==> src/rtl/usbh_arb_pkg.sv <==
// usbh_arb_pkg: shared state encoding, defaults and width helper for the register-bus arbiter
package usbh_arb_pkg;
  typedef enum logic [1:0] {IDLE, BUSY, DONE} state_t;
  localparam int TO_CYC_DEF = 255;
  function automatic int cw(input int n);
    return (n <= 1) ? 1 : $clog2(n);
  endfunction
endpackage

==> src/rtl/usbh_rr_pick.sv <==
// usbh_rr_pick: combinational round-robin picker, first asserted request at or after ptr
module usbh_rr_pick
  import usbh_arb_pkg::*;
#(
  parameter int NREQ = 2,
  parameter int PW   = cw(NREQ)
) (
  input  logic [NREQ-1:0] req,
  input  logic [PW-1:0]   ptr,
  output logic [NREQ-1:0] gnt,
  output logic [PW-1:0]   idx,
  output logic            any
);
  logic [PW-1:0] j;
  always_comb begin
    idx = '0;
    j   = '0;
    for (int k = NREQ - 1; k >= 0; k--) begin
      j = PW'((int'(ptr) + k) % NREQ);
      if (req[j]) idx = j;
    end
    any = |req;
    gnt = any ? NREQ'(1) << idx : '0;
  end
endmodule

==> src/rtl/usbh_reg_arb.sv <==
// usbh_reg_arb: round-robin arbiter sharing the USB host core register bus, with a transfer watchdog
module usbh_reg_arb
  import usbh_arb_pkg::*;
#(
  parameter int NREQ   = 2,
  parameter int AW     = 6,
  parameter int DW     = 32,
  parameter int TO_CYC = TO_CYC_DEF
) (
  input  logic                 usb_clk_i,
  input  logic                 usb_rst_i,
  input  logic [NREQ-1:0]      req_cs_i,
  input  logic [NREQ-1:0]      req_wr_i,
  input  logic [NREQ*AW-1:0]   req_addr_i,
  input  logic [NREQ*DW-1:0]   req_wdata_i,
  input  logic [NREQ*DW/8-1:0] req_be_i,
  output logic [DW-1:0]        req_rdata_o,
  output logic [NREQ-1:0]      req_ack_o,
  output logic [NREQ-1:0]      req_err_o,
  output logic [NREQ-1:0]      gnt_o,
  output logic                 reg_cs_o,
  output logic                 reg_wr_o,
  output logic [AW-1:0]        reg_addr_o,
  output logic [DW-1:0]        reg_wdata_o,
  output logic [DW/8-1:0]      reg_be_o,
  input  logic [DW-1:0]        reg_rdata_i,
  input  logic                 reg_ack_i
);
  localparam int PW = cw(NREQ);
  localparam int WW = cw(TO_CYC + 1);
  localparam int BW = DW / 8;
  state_t state, state_n;
  logic [PW-1:0] ptr, pk_idx;
  logic [NREQ-1:0] pk_gnt;
  logic pk_any, to;
  logic [WW-1:0] wd;
  usbh_rr_pick #(.NREQ(NREQ), .PW(PW)) u_pick (
    .req(req_cs_i),
    .ptr(ptr),
    .gnt(pk_gnt),
    .idx(pk_idx),
    .any(pk_any)
  );
  always_comb begin
    to      = (TO_CYC != 0) && (wd == WW'(TO_CYC - 1));
    state_n = (state == IDLE) ? (pk_any ? BUSY : IDLE) :
              (state == BUSY) ? ((reg_ack_i || to) ? DONE : BUSY) : IDLE;
  end
  always_ff @(posedge usb_clk_i) begin
    if (usb_rst_i) begin
      state       <= IDLE;
      ptr         <= '0;
      wd          <= '0;
      gnt_o       <= '0;
      reg_cs_o    <= 1'b0;
      reg_wr_o    <= 1'b0;
      reg_addr_o  <= '0;
      reg_wdata_o <= '0;
      reg_be_o    <= '0;
      req_rdata_o <= '0;
      req_ack_o   <= '0;
      req_err_o   <= '0;
    end else begin
      state <= state_n;
      case (state)
        IDLE: if (pk_any) begin
          gnt_o       <= pk_gnt;
          ptr         <= (pk_idx == PW'(NREQ - 1)) ? '0 : pk_idx + 1'b1;
          wd          <= '0;
          reg_cs_o    <= 1'b1;
          reg_wr_o    <= req_wr_i[pk_idx];
          reg_addr_o  <= req_addr_i[pk_idx*AW +: AW];
          reg_wdata_o <= req_wdata_i[pk_idx*DW +: DW];
          reg_be_o    <= req_be_i[pk_idx*BW +: BW];
        end
        BUSY: begin
          wd <= wd + 1'b1;
          if (reg_ack_i) begin
            reg_cs_o    <= 1'b0;
            req_ack_o   <= gnt_o;
            req_rdata_o <= reg_wr_o ? '0 : reg_rdata_i;
          end else if (to) begin
            reg_cs_o    <= 1'b0;
            req_err_o   <= gnt_o;
            req_rdata_o <= '0;
          end
        end
        default: begin
          gnt_o       <= '0;
          req_ack_o   <= '0;
          req_err_o   <= '0;
          req_rdata_o <= '0;
        end
      endcase
    end
  end
endmodule

==> config.mk <==
export PLATFORM = sky130hd
export DESIGN_NAME = usbh_reg_arb
export DESIGN_NICKNAME = d
export VERILOG_FILES = /design/src/rtl/usbh_arb_pkg.sv /design/src/rtl/usbh_rr_pick.sv /design/src/rtl/usbh_reg_arb.sv
export SDC_FILE = /design/constraint.sdc
export NUM_CORES = 1
export LEC_CHECK = 0
export ABC_AREA = 1
export CAP_MARGIN = 20
export CORE_MARGIN = 5
export CORE_UTILIZATION = 41
export CTS_BUF_LIST = sky130_fd_sc_hd__clkbuf_8
export DETAILED_ROUTE_END_ITERATION = 10
export GPL_ROUTABILITY_DRIVEN = 0
export PLACE_DENSITY = 0.78
export SLEW_MARGIN = 20
export SYNTH_ARGS = -nofsm -noshare
export SYNTH_HDL_FRONTEND = slang
export SYNTH_SLANG_ARGS = --single-unit
==> constraint.sdc <==
create_clock -name usb_clk_i -period 2.9 [get_ports usb_clk_i]
set_input_delay 0.58 -clock usb_clk_i [delete_from_list [all_inputs] [get_ports usb_clk_i]]
set_output_delay 0.58 -clock usb_clk_i [all_outputs]
set_load 0.02 [all_outputs]
== Word-level counts from Yosys, hierarchy flattened ==
Index checks and enable logic that the tools add are counted.

* Bits in latches: 0
* Bits in read-only memories: 0
* Word-level logic and storage cells: 73
* Memories: 0
* Output and inout bits: 82
* RAM bits: 0
* Register bits: 93

* Add/subtract/negate cells: 3
* $mul: 1
* Magnitude comparators: 3
* Eq/ne operators: 7
* Divide/modulo/power cells: 0
* Reductions and logical operators: 11
* Bitwise logic cells: 2
* Muxes and demuxes: 30
* Shift operators: 4

{| class="wikitable"
|+ Operators with widths
! operator !! number
|-
| $mux W32 || 3
|-
| $pmux W32 S2 || 1
|-
| $shiftx A64 B7 Y32 || 1
|-
| $pmux W8 S2 || 1
|-
| $mux W2 || 7
|-
| $mux W1 || 13
|-
| $pmux W2 S2 || 3
|-
| $shiftx A12 B5 Y6 || 1
|-
| $reduce_and A2 Y1 || 5
|-
| $add A8 B1 Y8 const B || 1
|-
| $eq A8 B8 Y1 const B || 1
|-
| $mux W8 || 1
|-
| $ne A2 B2 Y1 const B || 4
|-
| $shiftx A8 B4 Y4 || 1
|-
| $lt A1 B2 Y1 const B || 3
|-
| $reduce_and A3 Y1 || 2
|-
| $mul A1 B2 Y3 const B || 1
|-
| $ne A3 B3 Y1 const B || 1
|-
| $add A1 B1 Y1 const B || 2
|-
| $eq A2 B1 Y1 const B || 1
|-
| $logic_not A2 Y1 || 1
|-
| $not A1 Y1 || 2
|-
| $pmux W1 S2 || 1
|-
| $reduce_bool A2 Y1 || 1
|-
| 3 further kinds || 3
|}

== Depth between registers and ports, before layout ==
* Depth in word-level cells: 8
* Depth in mapped cells: 11
* Depth with buffers taken out: 10

== By module ==
A second synthesis with hierarchy kept.

* Cells, all modules: 613
* Area, all modules: 4280.4 sq um

{| class="wikitable"
|+ Modules (own cells, without submodules)
! module !! instances !! area an instance (sq um) !! sequential area each (sq um) !! cells an instance
|-
| usbh_reg_arb || 1 || 4250.3 || 1861.8 || 606
|-
| usbh_rr_pick || 1 || 30.0 || 0.0 || 7
|}

== Worst setup path after synthesis ==
OpenSTA, ideal clock, no wires.

* Kind: input to register
* Start point: in usb_rst_i
* End point: reg reg_addr_o[0]
* Slack: 1.483 ns
* Cell stages on the path: 6
* Arrival time: 1.360 ns
* Buffers on the path: 3
* Path through: buf_2 inv_2 buf_2 buf_1 nand2_1 inv_1

{| class="wikitable"
|+ RTL lines
! item !! RTL line !! text
|-
| from (decl) || usbh_reg_arb.sv:11 || <nowiki>input logic usb_rst_i,</nowiki>
|-
| to (signal assigned) || usbh_reg_arb.sv:72 || <nowiki>reg_addr_o <= req_addr_i[pk_idx*AW +: AW];</nowiki>
|-
| to (decl) || usbh_reg_arb.sv:23 || <nowiki>output logic [AW-1:0] reg_addr_o,</nowiki>
|}

No word-level cell between the ends.

== Worst setup path after layout ==
* Start point: reg gnt_o[0]
* End point: out gnt_o[0]

{| class="wikitable"
|+ RTL lines
! item !! RTL line !! text
|-
| from (decl) || usbh_reg_arb.sv:20 || <nowiki>output logic [NREQ-1:0] gnt_o,</nowiki>
|-
| from (signal assigned) || usbh_reg_arb.sv:67 || <nowiki>gnt_o <= pk_gnt;</nowiki>
|}

No word-level cell between the ends.

==> out/results.txt <==
Crit path DAT -> 1.41 ns
Syn Inst Count -> 703
Core area -> 10800 sq um
Top post-synthesis cells by area -> dfxtp_1 (41%), nand2_1 (21%), inv_1 (8.7%)
GRT Util Overall -> 20.3%
Post-Syn Nets -> 828
Max Fclk -> 502 MHz
Met2 usage -> 33.5%
FILL cells -> 1017
Cell taking the most area after synthesis -> dfxtp_1
Clock tree sinks -> 93
Mapped Area -> 4510 sq um
Routed WL -> 13500 um
Fin. Hold Viols -> 0
Final Skew -> 0.0114 ns
CP Capture Type -> primary output
Most Crowded Layer GR -> met2
Via count -> 4674
Final worst slack -> 0.908 ns
Via density -> 4.53
R2R setup slack -> 1.15 ns
FP Rows -> 38
Starting Density -> 41.7%
Number of diodes -> 0
Setup violators final -> 0
Antenna Nets Post-Route -> 0
Worst-path clk slew -> 0.10 ns
CP Class -> flip-flop to primary output
Adder and majority gate portion of the synthesized area -> 0.555%
Detailed placer's ending HPWL -> 9990 um
Reg2Reg Depth -> 10
Clock root buffer -> clkbuf_8
Hold Path Stages -> 2
Reg area -> 1860 sq um
R2R Path End -> req_rdata_o[5]$_SDFFE_PP0P_
CP startpoint kind -> flip-flop
Met3 Track Usage GR -> 6.84%
RSZ-0062 raised after global routing -> no
Crit path required time -> 2.32 ns
Max VDD drop -> 0.000266 V
Ys Warns -> 0
Final net count -> 1012
M1 GR Usage -> 25.8%
Cell Chain, Critical Path -> clkdlybuf4s50_1
Top delay family on crit path -> buffers and inverters
First-pass iteration count of the detailed router -> 5
Port bufs -> 204
Wire per inst -> 13.1 um
Sequential area share after synthesis -> 41.3%
Cell Pwr Density -> 509 nW/um^2
Worst Hold Class -> flip-flop to flip-flop
Number of max-cap violations -> 0
Fin crit period -> 1.99 ns
P_leak -> 3.28 nW
Area of the multi-input gates -> 2010 sq um
Final Cycle Share -> 68.7%
DRC Markers -> 0
Mux cell area share after synthesis -> 0%
CTS resizes -> 0
Die Span X -> 115 um
CTS tree -> yes
Die height -> 115 um
Vias in the first global route -> 4558
Critical path depth -> 1
Hold Path Sink -> wd[7]$_SDFFE_PP0P_
1st-iter DRT viols -> 366
Largest family of logic cells by synthesized area -> simple AND/OR/NAND/NOR gates
Share of cells above drive strength 1 -> 4.15%
Synthesis-to-layout area growth -> 50.5%
Maximum clock path buffer count -> 2
Yosys cell types -> 24
# IOs -> 205
Total CTS buffers -> 9
H-tree levels -> 3
Total congestion overflow -> 0
Slew headroom -> 52.1%
XOR/XNOR Fraction of Synth Area -> 0%
Worst Min Path Start -> wd[7]$_SDFFE_PP0P_
Setup Buffers After CTS -> 0
Largest net degree at the start of global routing -> 48
Fin Setup TNS -> 0 ns
Clock Latency Late Sink -> 0.35 ns
CP max stage cell -> clkdlybuf4s50_1
Outcome -> complete, no violations
Worst slack, placed -> 0.625 ns
First-pass GRT wire length -> 21800 um
Compound-Gate Fraction of Synth Area -> 4.36%
DIE AREA -> 13200 sq um
Post-CTS Hold Buffers -> 0
Synth Area in Simple Gates -> 39.7%
CP max FO -> 4
Synth top area share -> 41.3%
Pins over their slew limit -> 0
Critical R2R Launch -> wd[0]$_SDFFE_PP0P_
Seq cells post-synth -> 93
WP buf/inv -> 1
Worst slew pin tran -> 0.717 ns
Slowest stage delay, CP -> 0.64 ns
Antenna violations before repair -> 0
Post-Syn Area per Cell -> 6.41 sq um
-- cell families (layout without fill, tap and decap cells) --
kind of cell    count (synthesis)  in the layout
compound gates                 38             38
fa+ha+maj                       2              2
buf+inv                       143            332
flops                          93             93
simple gates                  427            427
-- worst register-to-register path: stages (launching register included) --
cell     delay, ns
dfxtp_1       0.38
inv_1         0.07
ha_1          0.19
nand2_1       0.06
nor2_1        0.04
nand2_2       0.11
nand2_4       0.18
nand2_4       0.38
nand2_1       0.11
nand2_1       0.08
nor2_1        0.04
-- area by class of cell --
cell class,count,area share (%)
clock buffers,9,1.83
inverters,107,5.92
flip-flops and latches,93,27.5
clock inverters,7,1.33
repair buffers,209,31.2
multi-input cells,467,29.6
well taps,140,2.58
-- how the worst max path moves through the flow --
stage	from	end	slack, ns
after floorplan	usb_rst_i	reg_addr_o[0]$_SDFFE_PP0P_	1.48
after global placement	reg_ack_i	req_rdata_o[16]$_SDFFE_PP0P_	0.64
after detailed placement	reg_ack_i	req_rdata_o[8]$_SDFFE_PP0P_	0.62
after CTS	gnt_o[0]$_SDFFE_PP0P_	gnt_o[0]	0.87
after global routing	reg_ack_i	req_rdata_o[22]$_SDFFE_PP0P_	0.82
final	gnt_o[0]$_SDFFE_PP0P_	gnt_o[0]	0.91
-- state kept, by name (all words and copies together) (netlist names) --
register     cells
ptr              1
reg_be_o         4
req_ack_o        2
reg_cs_o         1
reg_wdata_o     32
gnt_o            2
reg_addr_o       6
req_err_o        2
reg_wr_o         1
req_rdata_o     32
wd               8
state            2
-- synth_stat cells (all sizes together) --
library cell,count
a31oi,1
clkbuf,5
nand3,70
a22oi,1
a21oi,27
inv,107
o21ai,8
ha,2
nor3,1
nand4,1
nor2,96
o31ai,1
nand2,259
buf,31
dfxtp,93
-- placed cells by master, fill, tap and decap left out, types with 3 or more instances in the layout --
| master | count |
|---|---|
| nor2_1 | 89 |
| nand2_4 | 5 |
| buf_12 | 3 |
| clkdlybuf4s50_1 | 204 |
| clkbuf_8 | 9 |
| nand2_1 | 252 |
| inv_2 | 3 |
| a21oi_1 | 27 |
| o21ai_0 | 8 |
| nor2_4 | 4 |
| nand3_1 | 70 |
| inv_1 | 105 |
| dfxtp_1 | 93 |
-- report_power, final --
part / switching [W] / internal [W] / total (W) / leakage, nW
Sequential: 0.0000637 / 0.00140 / 0.00146 / 0.765
Combinational: 0.000559 / 0.000495 / 0.00105 / 2.40
Clock: 0.000453 / 0.000483 / 0.000936 / 0.111
Total: 0.00107 / 0.00238 / 0.00345 / 3.28
-- per-stage QoR --
stage	hold slack [ns]	std cells	util, %	area [sq um]	total power (W)
final	0.465	1032	62.8	6780	0.00345
after global routing	0.500	1032	62.8	6780	0.00367
after CTS	0.471	1032	62.8	6780	0.00350
after detailed placement	0.458	1016	60.8	6570	0.00255
after global placement	0.449	1016	60.8	6570	0.00254
after floorplan	0.437	703	-	4510	0.00208
-- metal layers --
layer	wire length (um)	up-vias
li1	-	2463
met1	5890	2053
met2	6180	150
met3	1350	8
met4	99	0
met5	0	-
Power figures use the tool's default switching activity.
